==> src/rtl/sync_xfer_pkg.sv <==
// Shared types, default sizes and the rotating-priority search for the sync transfer scheduler.
// Latency: combinational helpers only.
// Backpressure: none; pure definitions.
package sync_xfer_pkg;

   typedef enum logic [1:0] {
      IDLE = 2'd0,
      HOLD = 2'd1,
      ACK  = 2'd2
   } state_t;

   localparam int N_DEF          = 12;
   localparam int R_DEF          = 4;
   localparam int HOLD_TICKS_DEF = 2;
   localparam int TIMEOUT_DEF    = 1024;
   localparam int R_MAX          = 16;

   // One-hot winner: first set bit of req searching upward from ptr+1, wrapping at r.
   function automatic logic [R_MAX-1:0] next_grant(input logic [R_MAX-1:0] req,
                                                    input logic [3:0]       ptr,
                                                    input int               r);
      logic [R_MAX-1:0] oh;
      logic [4:0]       cand;
      oh = '0;
      for (int k = 1; k <= R_MAX; k++) begin
         cand = {1'b0, ptr} + 5'(k);
         if (cand >= 5'(r)) cand = cand - 5'(r);
         if (k <= r && oh == '0 && req[cand[3:0]]) oh[cand[3:0]] = 1'b1;
      end
      return oh;
   endfunction

endpackage

==> src/rtl/sync_xfer_scheduler_rr_arbiter.sv <==
// Round-robin arbiter: picks the requester after ptr, wrapping modulo R.
// Latency: purely combinational, grant valid in the same cycle as req.
// Backpressure: en low suppresses the grant; the pointer is owned by the caller.
module rr_arbiter
   import sync_xfer_pkg::*;
#(
   parameter int R = 4
) (
   input  logic [R-1:0]         req,
   input  logic [$clog2(R)-1:0] ptr,
   input  logic                 en,
   output logic                 grant_valid,
   output logic [$clog2(R)-1:0] grant_idx
);

   localparam int PW = $clog2(R);

   logic [R_MAX-1:0] pick_oh;

   // Rotate-search the requests, then encode the single winning bit.
   always_comb begin
      pick_oh     = next_grant(R_MAX'(req), 4'(ptr), R);
      grant_valid = en & (|pick_oh);
      grant_idx   = '0;
      for (int i = 0; i < R; i++) begin
         if (pick_oh[i]) grant_idx = PW'(i);
      end
   end

endmodule

==> src/rtl/sync_xfer_scheduler.sv <==
// Shares one fast-to-slow synchronizer among R requesters, holding each word for HOLD_TICKS slow ticks.
// Latency: word on sync_d one cycle after grant; ack one cycle after the HOLD_TICKS-th counted tick.
// Backpressure: requesters wait on level req until their one-cycle ack; a stalled slow side trips the watchdog.
module sync_xfer_scheduler
   import sync_xfer_pkg::*;
#(
   parameter int N          = N_DEF,
   parameter int R          = R_DEF,
   parameter int HOLD_TICKS = HOLD_TICKS_DEF,
   parameter int TIMEOUT    = TIMEOUT_DEF
) (
   input  logic                 fast_clk,
   input  logic                 reset,
   input  logic [R-1:0]         req,
   input  logic [R*N-1:0]       data_in,
   input  logic                 slow_tick,
   output logic [N-1:0]         sync_d,
   output logic [$clog2(R)-1:0] sync_tag,
   output logic [R-1:0]         ack,
   output logic                 busy,
   output logic                 err_timeout
);

   localparam int PW = $clog2(R);
   localparam int TW = $clog2(HOLD_TICKS + 1);
   localparam int WW = $clog2(TIMEOUT);
   localparam logic [TW-1:0] TICK_ARM = TW'(HOLD_TICKS - 1);
   localparam logic [WW-1:0] WD_ARM   = WW'(TIMEOUT - 2);
   localparam logic [WW-1:0] WD_MAX   = WW'(TIMEOUT - 1);

   state_t         state_q, state_d;
   logic [TW-1:0]  tick_cnt_q, tick_cnt_d;
   logic [WW-1:0]  wd_cnt_q, wd_cnt_d;
   logic [PW-1:0]  ptr_q, ptr_d;
   logic [N-1:0]   sync_d_nxt;
   logic [PW-1:0]  sync_tag_nxt;
   logic           err_nxt;
   logic           grant_valid;
   logic [PW-1:0]  grant_idx;
   logic [N-1:0]   words [R];

   rr_arbiter #(.R(R)) u_arb (
      .req         (req),
      .ptr         (ptr_q),
      .en          (state_q == IDLE),
      .grant_valid (grant_valid),
      .grant_idx   (grant_idx)
   );

   // Split the flat data bus into per-requester words for the grant mux.
   always_comb begin
      for (int i = 0; i < R; i++) words[i] = data_in[i*N +: N];
   end

   // Next-state logic: grant in IDLE, count ticks / watchdog in HOLD, release pointer in ACK.
   always_comb begin
      state_d      = state_q;
      tick_cnt_d   = tick_cnt_q;
      wd_cnt_d     = wd_cnt_q;
      ptr_d        = ptr_q;
      sync_d_nxt   = sync_d;
      sync_tag_nxt = sync_tag;
      err_nxt      = err_timeout;
      case (state_q)
         IDLE: begin
            if (grant_valid) begin
               state_d      = HOLD;
               sync_d_nxt   = words[grant_idx];
               sync_tag_nxt = grant_idx;
               tick_cnt_d   = '0;
               wd_cnt_d     = '0;
            end
         end
         HOLD: begin
            if (slow_tick) begin
               tick_cnt_d = tick_cnt_q + 1'b1;
               wd_cnt_d   = '0;
               if (tick_cnt_q == TICK_ARM) state_d = ACK;
            end else begin
               if (wd_cnt_q != WD_MAX) wd_cnt_d = wd_cnt_q + 1'b1;
               // Slow side went quiet: finish the transfer but flag it.
               if (wd_cnt_q >= WD_ARM) begin
                  err_nxt = 1'b1;
                  state_d = ACK;
               end
            end
         end
         ACK: begin
            ptr_d   = sync_tag;
            state_d = IDLE;
         end
         default: state_d = IDLE;
      endcase
   end

   // State, counters and output registers; reset aborts any transfer in flight.
   always_ff @(posedge fast_clk or posedge reset) begin
      if (reset) begin
         state_q     <= IDLE;
         tick_cnt_q  <= '0;
         wd_cnt_q    <= '0;
         ptr_q       <= PW'(R - 1);
         sync_d      <= '0;
         sync_tag    <= '0;
         err_timeout <= 1'b0;
      end else begin
         state_q     <= state_d;
         tick_cnt_q  <= tick_cnt_d;
         wd_cnt_q    <= wd_cnt_d;
         ptr_q       <= ptr_d;
         sync_d      <= sync_d_nxt;
         sync_tag    <= sync_tag_nxt;
         err_timeout <= err_nxt;
      end
   end

   // Status decode straight off the state register.
   always_comb begin
      ack  = '0;
      busy = (state_q != IDLE);
      if (state_q == ACK) ack = R'(1) << sync_tag;
   end

endmodule
==> config.mk <==
export PLATFORM = sky130hd
export DESIGN_NAME = sync_xfer_scheduler
export DESIGN_NICKNAME = d
export VERILOG_FILES = /design/src/rtl/sync_xfer_pkg.sv /design/src/rtl/sync_xfer_scheduler_rr_arbiter.sv /design/src/rtl/sync_xfer_scheduler.sv
export SDC_FILE = /design/constraint.sdc
export NUM_CORES = 1
export LEC_CHECK = 0
export ABC_AREA = 1
export CORE_UTILIZATION = 40
export CTS_CLUSTER_DIAMETER = 100
export DETAILED_ROUTE_END_ITERATION = 16
export GPL_TIMING_DRIVEN = 0
export PLACE_DENSITY_LB_ADDON = 0.3
export RECOVER_POWER = 25
export SYNTH_ARGS = -nofsm -noshare
export SYNTH_HDL_FRONTEND = slang
export SYNTH_SLANG_ARGS = --single-unit
==> constraint.sdc <==
create_clock -name fast_clk -period 7.9 [get_ports fast_clk]
set_input_delay 1.185 -clock fast_clk [delete_from_list [all_inputs] [get_ports fast_clk]]
set_output_delay 1.185 -clock fast_clk [all_outputs]
set_load 0.005 [all_outputs]
==> metrics.yaml <==
drc: 0
swShare_pct: 54.79
antenna_found_initial: 0
fp.dieH_um: 83.20
post_synth_mux_area_share_pct: 0
timing.final.setup_violations: 0
detailedRoute.firstIterationViolations: 123
vias_per_cell: 4.698
power.net_switching_uw: 973.7
fin_total_pwr_mw: 1.777
vdd.ir_drop.worst_v: 0.0004532
ys_seq_area_share_pct: 29.51
gp_congestion: 0.8470
layout-drive-gt1-share_pct: 10.55
io_pins: 75
root_buffer: "sky130_fd_sc_hd__clkbuf_8"
route.vias.total: 2678
synthAdderAreaFrac_pct: 5.218
synth_compound_area_share_pct: 5.266
syn_avg_cell_area_um2: 6.433
timing.final.crit_period_ns: 3.672
p_seq_share_pct: 14.8
cap_violations: 0
first_global_vias: 2566
grt_start_max_net_pins: 32
cts.htree.levels: 2
ant_nets: 0
crit_path_arrival_time_ns: 3.84
ys_top_cells_by_area: "sky130_fd_sc_hd__dfrtp_1 (28%), sky130_fd_sc_hd__nand2_1 (20%), sky130_fd_sc_hd__inv_1 (8.4%)"
yosys.area_share.xor_xnor_pct: 0.9962
netlist-cell-type-count: 34
slew_headroom_pct: 9.329
synth_top_area_share_pct: 27.51
drt_pre_antenna_iters: 5
synth_nets: 476
detailedPlacementHpwl_um: 5275
run_status: "finished clean"
min-delay-path-class: "reg -> reg"
start_kind: "primary input"
fin_crit_sh_pct: 46.48
post-cts-setup-buffer-count: 0
cts.reportedPaths.clkPinSlew_ns: 0.06
combPwrFrac_pct: 78.4
initial_core_util_pct: 41.54
p_leak_nw: 1.806
final.setup_skew_ns: 0.01127
final_nets: 558
area.growth.synth_to_final_pct: 34.91
yosys.area_share.simple_pct: 47.91
fp.dieW_um: 83.20
synth_warnings: 0
placementRows: 29
critPathKind: "in -> reg"
finalWirelength_um: 6893
setup_tns_after_final_layout_ns: 0
maxClockFrequency_mhz: 272.3
postLayoutCoreUtil_pct: 56.04
post-synth-top-area-cell: "sky130_fd_sc_hd__dfrtp_1"
multi_input_combinational_cell_area_mm2: 0.001567
wire_per_inst_um: 12.09
synth.cell_area_mm2: 0.002638
insertion_delay_ns: 0.29
p_int_uw: 803.5
slew_at_the_pin_closest_to_its_max_slew_limit_ns: 1.360
cts-hold-fix-buffers: 0
diodes: 0
synth_cells: 410
numClockSinks: 31
power_per_cell_area_mw_per_mm2: 499.4
io_buffers: 74
report.final.hold_viol_count: 0
final-seq-area_um2: 778.2
total_of_flip_flops_plus_latches_after_synthesis: 31
worstSetupEndpointType: "register"
path_max_fanout: 10
grt_util_all_layers_pct: 20.87
grt_pass1_wl_um: 11830
max_buffers_root_to_sink: 2
dominant_combinational_cell_family_by_area_after_synthesis: "simple AND/OR/NAND/NOR gates"
core_ar_mm2: 0.006350
tritoncts: "done"
rsz0062_at_grt: "no"
dieArea_mm2: 0.006922
worst_ep_required_time_ns: 8.07
grt-ovfl-total: 0
post_cts_resized: 0
max_slew_violation_count: 0
layout.filler_cells: 598
pwr-share-clk_pct: 6.9
numCtsBuffers: 5
-- cells in the mapped netlist --
library cell and number:
sky130_fd_sc_hd__or2_2 9, sky130_fd_sc_hd__nand3_1 33, sky130_fd_sc_hd__inv_2 3, sky130_fd_sc_hd__or2_1 1, sky130_fd_sc_hd__xnor2_1 1, sky130_fd_sc_hd__o21bai_2 1, sky130_fd_sc_hd__nor2_8 1, sky130_fd_sc_hd__nand3b_1 6
sky130_fd_sc_hd__nor2_4 4, sky130_fd_sc_hd__inv_4 2, sky130_fd_sc_hd__buf_2 2, sky130_fd_sc_hd__nand2_2 5, sky130_fd_sc_hd__o21ai_1 8, sky130_fd_sc_hd__nand2_4 5, sky130_fd_sc_hd__buf_6 2, sky130_fd_sc_hd__and2_1 1
sky130_fd_sc_hd__dfstp_2 2, sky130_fd_sc_hd__ha_1 11, sky130_fd_sc_hd__o21bai_1 1, sky130_fd_sc_hd__a31oi_1 1, sky130_fd_sc_hd__o31ai_2 1, sky130_fd_sc_hd__inv_1 59, sky130_fd_sc_hd__nand2_1 142, sky130_fd_sc_hd__buf_4 2
sky130_fd_sc_hd__xor2_1 2, sky130_fd_sc_hd__nor2_1 49, sky130_fd_sc_hd__dfrtp_1 29, sky130_fd_sc_hd__nand3_2 5, sky130_fd_sc_hd__nor3_1 3, sky130_fd_sc_hd__o21ai_0 9, sky130_fd_sc_hd__o211ai_1 1, sky130_fd_sc_hd__o21ai_2 1
sky130_fd_sc_hd__nor2_2 4, sky130_fd_sc_hd__nand4_1 4
-- area by class of cell --
type                       count  area share (%)
sequential                    31           21.87
inverter                      64           6.892
timing repair buffer          75           20.92
buffer                         6           1.336
clock buffer                   8           2.250
tap                           77           2.707
multi-input combinational    309           44.02
-- routing by layer --
metal  track usage, %  wire length (um)
met3            3.280               311
met2            35.69              3152
met5                0                 0
met4            5.329                61
met1            27.41              3367
-- critical path, cell delays in order --
cell	delay, ns
sky130_fd_sc_hd__clkdlybuf4s50_1	0.49
sky130_fd_sc_hd__nand2_1	0.06
sky130_fd_sc_hd__nand2_1	0.10
sky130_fd_sc_hd__nand3_1	0.07
sky130_fd_sc_hd__o21ai_1	0.09
sky130_fd_sc_hd__inv_1	0.08
sky130_fd_sc_hd__nor2_4	0.11
sky130_fd_sc_hd__nand3_1	0.09
sky130_fd_sc_hd__nand2_2	0.12
sky130_fd_sc_hd__nor2_4	0.06
sky130_fd_sc_hd__nand4_1	0.07
sky130_fd_sc_hd__nand2_1	0.09
sky130_fd_sc_hd__nor2_2	0.18
sky130_fd_sc_hd__nand3_1	0.11
sky130_fd_sc_hd__nand2_2	0.13
sky130_fd_sc_hd__nand3_2	0.18
sky130_fd_sc_hd__nand2_2	0.14
sky130_fd_sc_hd__buf_4	0.19
sky130_fd_sc_hd__nand2_1	0.07
sky130_fd_sc_hd__nand2_1	0.07
sky130_fd_sc_hd__nand2_1	0.05
sky130_fd_sc_hd__nand2_1	0.06
sky130_fd_sc_hd__nand2_1	0.04
-- layout by cell type (no fill, tap or decap), types with 2 or more instances in the layout --
cell / synthesis / routed
sky130_fd_sc_hd__buf_2: 2 / 2
sky130_fd_sc_hd__buf_4: 2 / 2
sky130_fd_sc_hd__buf_6: 2 / 2
sky130_fd_sc_hd__clkbuf_1: 0 / 4
sky130_fd_sc_hd__clkbuf_8: 0 / 5
sky130_fd_sc_hd__clkdlybuf4s50_1: 0 / 73
sky130_fd_sc_hd__dfrtp_1: 29 / 29
sky130_fd_sc_hd__dfstp_1: 0 / 2
sky130_fd_sc_hd__ha_1: 11 / 11
sky130_fd_sc_hd__inv_1: 59 / 58
sky130_fd_sc_hd__inv_2: 3 / 3
sky130_fd_sc_hd__inv_4: 2 / 2
sky130_fd_sc_hd__nand2_1: 142 / 142
sky130_fd_sc_hd__nand2_2: 5 / 5
sky130_fd_sc_hd__nand2_4: 5 / 5
sky130_fd_sc_hd__nand3_1: 33 / 33
sky130_fd_sc_hd__nand3_2: 5 / 5
sky130_fd_sc_hd__nand3b_1: 6 / 6
sky130_fd_sc_hd__nand4_1: 4 / 4
sky130_fd_sc_hd__nor2_1: 49 / 49
sky130_fd_sc_hd__nor2_2: 4 / 4
sky130_fd_sc_hd__nor2_4: 4 / 4
sky130_fd_sc_hd__nor3_1: 3 / 3
sky130_fd_sc_hd__o21ai_0: 9 / 9
sky130_fd_sc_hd__o21ai_1: 8 / 8
sky130_fd_sc_hd__or2_2: 9 / 9
sky130_fd_sc_hd__xor2_1: 2 / 2
-- registers in the layout, summed over array words and instances (netlist names) --
| signal | count |
|---|---|
| sync_d | 12 |
| wd_cnt_q | 10 |
| ptr_q | 2 |
| state_q | 2 |
| sync_tag | 2 |
| tick_cnt_q | 2 |
| err_timeout | 1 |
-- cells by family after synthesis --
kind of cell | Yosys count
AO/OA/AOI/OAI | 23
XOR/XNOR | 3
adder cells (fa/ha/maj) | 11
buffers and inverters | 70
flip-flops | 31
AND/OR/NAND/NOR | 272
-- final timing paths --
kind | cells after the start | slack [ns] | from | end
setup / recovery | 23 | 4.23 | req[3] | sync_d[8]
hold / removal | 2 | 0.48 | sync_d[2] | sync_d[2]
setup reg to reg | 23 | 4.43 | ptr_q[0] | sync_d[8]
hold reg to reg | 2 | 0.48 | sync_d[2] | sync_d[2]
max in group asynchronous | 3 | 5.16 | reset | sync_d[8]
min in group asynchronous | 2 | 1.24 | reset | wd_cnt_q[3]
-- power by group through the flow --
stage | sequential, mW | clock [mW] | combinational [mW]
detailed placement | 0.267 | 0 | 1.40
global route | 0.271 | 0.134 | 1.57
CTS | 0.264 | 0.126 | 1.40
floorplan | 0.262 | 0 | 1.03
finish | 0.262 | 0.122 | 1.39
global placement | 0.265 | 0 | 1.37
-- metrics by stage --
stage	cells	setup WS (ns)	cell area (um2)	hold WS (ns)
6_report	570	4.228	3558	0.4780
5_1_grt	570	3.837	3558	0.5043
4_1_cts	569	4.265	3555	0.4837
3_5_place_dp	561	3.967	3475	0.4632
3_3_place_gp	561	4.049	3475	0.4648
2_1_floorplan	410	4.784	2638	0.4678
Power figures use the tool's default switching activity.
